`src/rtl/microseq_next_addr.sv`:
```
// ---------------------------------------------------------------------------
// microseq_next_addr
//   Microprogram sequencer for the ARM control unit's 256 x 64 control ROM.
//   Holds the registered microaddress that drives the combinational ROM and,
//   each cycle, picks the next address from the current ROM word's
//   next-address fields, the encoder dispatch address and the condition flags.
//   A small LIFO return stack supports microsubroutine call/return, and an
//   external stall freezes all sequencing state (memory waits).
//
// Ports
//   clk       in   system clock, rising-edge active
//   rst_n     in   asynchronous active-low reset
//   n_sel     in   [2:0] next-address mode (ROM N2-N0)
//   inv       in   invert selected condition (ROM INV)
//   s_sel     in   [2:0] condition select (ROM S2-S0)
//   cr_addr   in   [AW-1:0] jump / call target (ROM CR7-CR0)
//   enc_addr  in   [AW-1:0] dispatch address from the instruction encoder
//   cond_in   in   [7:0] condition vector (bit 7 is constant 1)
//   stall     in   freeze request, highest priority
//   uaddr     out  [AW-1:0] registered current microaddress
//   sp        out  [1:0] return-stack occupancy
//   stk_err   out  one-cycle pulse on stack overflow / underflow
// ---------------------------------------------------------------------------
module microseq_next_addr #(
  parameter int            AW         = 8,
  parameter int            DEPTH      = 2,
  parameter logic [AW-1:0] RESET_ADDR = '0
) (
  input  logic          clk,
  input  logic          rst_n,
  input  logic [2:0]    n_sel,
  input  logic          inv,
  input  logic [2:0]    s_sel,
  input  logic [AW-1:0] cr_addr,
  input  logic [AW-1:0] enc_addr,
  input  logic [7:0]    cond_in,
  input  logic          stall,
  output logic [AW-1:0] uaddr,
  output logic [1:0]    sp,
  output logic          stk_err
);

  // Internal occupancy is one bit wider than the port so that a full
  // four-entry stack can still be distinguished from an empty one.
  localparam int SPW = 3;

  localparam logic [2:0] N_DISP  = 3'b000;
  localparam logic [2:0] N_JUMP  = 3'b001;
  localparam logic [2:0] N_INCR  = 3'b010;
  localparam logic [2:0] N_CJMP  = 3'b011;
  localparam logic [2:0] N_CDISP = 3'b100;
  localparam logic [2:0] N_CALL  = 3'b101;
  localparam logic [2:0] N_RET   = 3'b110;
  localparam logic [2:0] N_WAIT  = 3'b111;

  logic [AW-1:0]  uaddr_q, uaddr_d;
  logic [SPW-1:0] sp_q, sp_d;
  logic           stk_err_q, stk_err_d;
  logic [AW-1:0]  stk_q [DEPTH];
  logic [AW-1:0]  stk_d [DEPTH];

  logic           c;
  logic [AW-1:0]  incr;
  logic [AW-1:0]  top;

  always_comb begin
    c    = cond_in[s_sel] ^ inv;
    incr = uaddr_q + AW'(1);

    // Top-of-stack read: entry[sp-1]; zero when the stack is empty.
    top = '0;
    for (int i = 0; i < DEPTH; i++) begin
      if (sp_q == SPW'(i + 1)) top = stk_q[i];
    end

    uaddr_d   = uaddr_q;
    sp_d      = sp_q;
    stk_d     = stk_q;
    stk_err_d = 1'b0;

    // Stall freezes everything, including a pending call or return.
    if (!stall) begin
      case (n_sel)
        N_DISP:  uaddr_d = enc_addr;
        N_JUMP:  uaddr_d = cr_addr;
        N_INCR:  uaddr_d = incr;
        N_CJMP:  uaddr_d = c ? cr_addr : incr;
        N_CDISP: uaddr_d = c ? cr_addr : enc_addr;
        N_CALL: begin
          // The jump is taken even on overflow; only the push is dropped.
          uaddr_d = cr_addr;
          if (sp_q == SPW'(DEPTH)) begin
            stk_err_d = 1'b1;
          end else begin
            for (int i = 0; i < DEPTH; i++) begin
              if (sp_q == SPW'(i)) stk_d[i] = incr;
            end
            sp_d = sp_q + SPW'(1);
          end
        end
        N_RET: begin
          // Underflow restarts the fetch microroutine.
          if (sp_q == '0) begin
            uaddr_d   = RESET_ADDR;
            stk_err_d = 1'b1;
          end else begin
            uaddr_d = top;
            sp_d    = sp_q - SPW'(1);
          end
        end
        N_WAIT:  uaddr_d = c ? incr : uaddr_q;
        default: uaddr_d = uaddr_q;
      endcase
    end
  end

  always_ff @(posedge clk or negedge rst_n) begin
    if (!rst_n) begin
      uaddr_q   <= RESET_ADDR;
      sp_q      <= '0;
      stk_err_q <= 1'b0;
      for (int i = 0; i < DEPTH; i++) stk_q[i] <= '0;
    end else begin
      uaddr_q   <= uaddr_d;
      sp_q      <= sp_d;
      stk_err_q <= stk_err_d;
      for (int i = 0; i < DEPTH; i++) stk_q[i] <= stk_d[i];
    end
  end

  assign uaddr   = uaddr_q;
  assign sp      = (sp_q > SPW'(3)) ? 2'd3 : sp_q[1:0];
  assign stk_err = stk_err_q;

endmodule

```
`config.mk`:
```
export PLATFORM = sky130hd
export DESIGN_NAME = microseq_next_addr
export DESIGN_NICKNAME = d
export VERILOG_FILES = /design/src/rtl/microseq_next_addr.sv
export SDC_FILE = /design/constraint.sdc
export NUM_CORES = 1
export LEC_CHECK = 0
export ABC_AREA = 1
export BUFFER_PORTS_ARGS = -buffer_cell sky130_fd_sc_hd__buf_2
export CAP_MARGIN = 20
export CELL_PAD_IN_SITES_DETAIL_PLACEMENT = 1
export CELL_PAD_IN_SITES_GLOBAL_PLACEMENT = 2
export CORE_UTILIZATION = 31
export CTS_BUF_LIST = sky130_fd_sc_hd__clkbuf_2
export DETAILED_ROUTE_END_ITERATION = 7
export PLACE_DENSITY_LB_ADDON = 0.1
export SYNTH_ARGS = -nofsm -noshare
export SYNTH_HDL_FRONTEND = slang
export SYNTH_SLANG_ARGS = --single-unit
```
`constraint.sdc`:
```
create_clock -name clk -period 1.9 [get_ports clk]
set_input_delay 0.38 -clock clk [delete_from_list [all_inputs] [get_ports clk]]
set_output_delay 0.38 -clock clk [all_outputs]
set_load 0.05 [all_outputs]
```
==> results.md <==
* CP Data Required Time at approximately 1.5 ns
* Avg Cell Area, Syn at slightly below 7 sq um
* Drt wl/cell at 15.1 um
* Maxcap violations at 0
* Reg2reg path depth at 12
* Initial antenna violation count at 0
* GRT Total Usage at about 22%
* Core area at between 6000 and 7000 sq um
* Run status: finished clean
* Least-Margin Pin Slew at about 0.68 ns
* Distinct cell type count after synthesis at 33
* Grt ovf at 0
* Cells after Synth at 330
* Worst r2r src: sp_q[0]$_DFFE_PN0P_
* Routability Congestion at slightly below 0.8
* Max VDD drop at 241 uV
* Post-Syn Area at approximately 2200 sq um
* Reg-to-reg endpoint: uaddr[5]$_DFFE_PN0P_
* DRC at 0
* Finish-stage setup viols at 0
* Initial Utilization at between 30% and 40%
* PD cells at approximately 1100 nW/um^2
* Fillers at 931
* Top_reg_cell synth: dfrtp_1
* Crit-path max FO at 4
* Final setup skew at roughly 0.034 ns
* Post-route insts no fill at ~490
* Vias in the first global route at approximately 2400
* RSZ-0062 raised after global routing: true
* Slew HR at a little over half
* CP Launch Type: flip-flop
* Clock transition at the registers of the reported paths at about 0.28 ns
* Die span in y at ~87 um
* Die area at roughly 7500 sq um
* Final cycle utilization of the critical path at 100%
* First-pass GRT wire length at around 13000 um
* Pins over their slew limit at 0
* H-tree depth at 1
* Share of layout cells above drive strength 1 at a little over a quarter
* # port buffers at 44
* Routed vias/inst at 4.86
* Most common cell after layout, fill and taps aside: nand2_1
* TritonCTS Buffers at 3
* Ports at between 40 and 50
* Number of synthesized flops with an enable pin at 0
* Sequential fraction of the synthesis area at 31.5%
* Overall Power at between 2 and 3 mW
* Hold/Removal Path Class: in2reg
* Vias at between 2000 and 2500
* Syn_nets at ~370
* FMAX at 527 MHz
* Fin Hold WS at 0.264 ns
* Commonest non-fill, non-tap cells in the layout: 113 x nand2_1, 51 x nand3_1, 43 x buf_2
* Clock insertion delay at the later pin of the skew report at about 0.42 ns
* N_diodes at 0
* Initial drt markers at about 120
* Asr flop ratio synth at 100%
* P_leak at between 1 and 1.5 nW
* Crit path time final at approximately 1.9 ns
* Post-route ant nets at 0
* Final hold violation count at 0
* R2R Setup Slk at approximately 0.11 ns
* Post-DP HPWL at approximately 5800 um
* Die Span X at 86.7 um
* Clk buf depth at 2
* Synth warn at 0
* Sum Neg Setup Slack at 0 ns
* Area grow syn2layout at 25.5%
* Worst setup startpoint: sp_q[0]$_DFFE_PN0P_
* CTS tree: built
* Critical Path End Type: output pin
* CP Data Arrival Time at about 1.5 ns
* Root Driver: clkbuf_2
* Final nets at roughly 440
* Largest net degree at the start of global routing at 29
* Worst Setup EP: sp[1]
* Clock sinks at 28
* Final WL at between 7000 and 8000 um
* FP Rows at 30
* First drt pass iteration count at 4
* Crit Path Class: reg2out
* Placed insts at 480
* #FFs+latches synth at 28
[kinds of logic after synthesis]
kind of cell	Yosys count	synth area share [%]
buffers and inverters	41	7.77
flip-flops	28	31.5
AND/OR/NAND/NOR	207	42.7
AO/OA/AOI/OAI	42	12.2
XOR/XNOR	5	1.97
adder cells (fa/ha/maj)	7	3.94
[power breakdown]
group	switching, mW	internal (mW)
Sequential	0.151	0.817
Clock	0.209	0.181
Combinational	1.00	0.576
[layout make-up]
type	count	area (sq um)	area share [%]
clock buffers	3	15.0	0.538
clock inverters	1	30.0	1.08
inverters	34	130	4.66
multi-input cells	261	1370	49.1
flip-flops and latches	28	702	25.2
well taps	96	120	4.30
repair buffers	70	424	15.2
[registers in the layout (all words and copies together) (netlist names)]
register / cells
sp_q: 3
stk_err: 1
stk_q: 16
uaddr: 8
[repair_timing]
item | in CTS | in global routing
hold endpoints to repair | 28 | 0
buffers inserted | 3 | 5
pin swaps | 4 | 2
gates resized for setup | 3 | 5
setup endpoints to repair | 4 | 10
hold buffers | 1 | 0
[critical path, cell delays in order, from the launching register on]
cell and delay, ns:
dfrtp_1 0.49, ha_2 0.20, ha_4 0.15, o21ai_2 0.12, buf_6 0.17
[worst min-delay path by stage]
stage,cells after the start,slack [ns],endpoint,start
finish,2,0.26,stk_err$_DFF_PN0_,stall
global route,2,0.24,stk_err$_DFF_PN0_,stall
CTS,2,0.26,stk_err$_DFF_PN0_,stall
detailed placement,1,0.47,sp_q[0]$_DFFE_PN0P_,rst_n
global placement,1,0.46,sp_q[0]$_DFFE_PN0P_,rst_n
floorplan,0,0.08,sp_q[0]$_DFFE_PN0P_,rst_n
[per-layer routing]
layer	global-route usage, %	wire length (um)	up-vias
met3	1.90	142	6
met2	35.9	3540	38
li1	-	-	1211
met5	0	0	-
met1	31.6	3680	1140
met4	4.55	68	0
[synth_stat cells, drive strengths merged, types with 3 or more instances]
master / n / area share [%]
a211oi: 3 / 1.6
a21oi: 9 / 2.0
buf: 6 / 1.9
dfrtp: 28 / 32
ha: 7 / 3.9
inv: 34 / 5.7
nand2: 118 / 21
nand3: 54 / 13
nor2: 27 / 5.7
nor3: 5 / 1.9
o211ai: 4 / 1.4
o21ai: 23 / 6.2
xor2: 4 / 1.6
[through the flow]
| stage | util (%) | setup slack (ns) | instance area (sq um) |
|---|---|---|---|
| after CTS | 39.8 | -0.0461 | 2730 |
| after global placement | 38.5 | 0.0248 | 2650 |
| final | 40.6 | 0.000779 | 2790 |
| after detailed placement | 38.5 | 0.0126 | 2650 |
| after floorplan | - | -0.0229 | 2220 |
| after global routing | 40.6 | -0.0795 | 2790 |
Note: power is estimated with default switching activity, not from simulation.
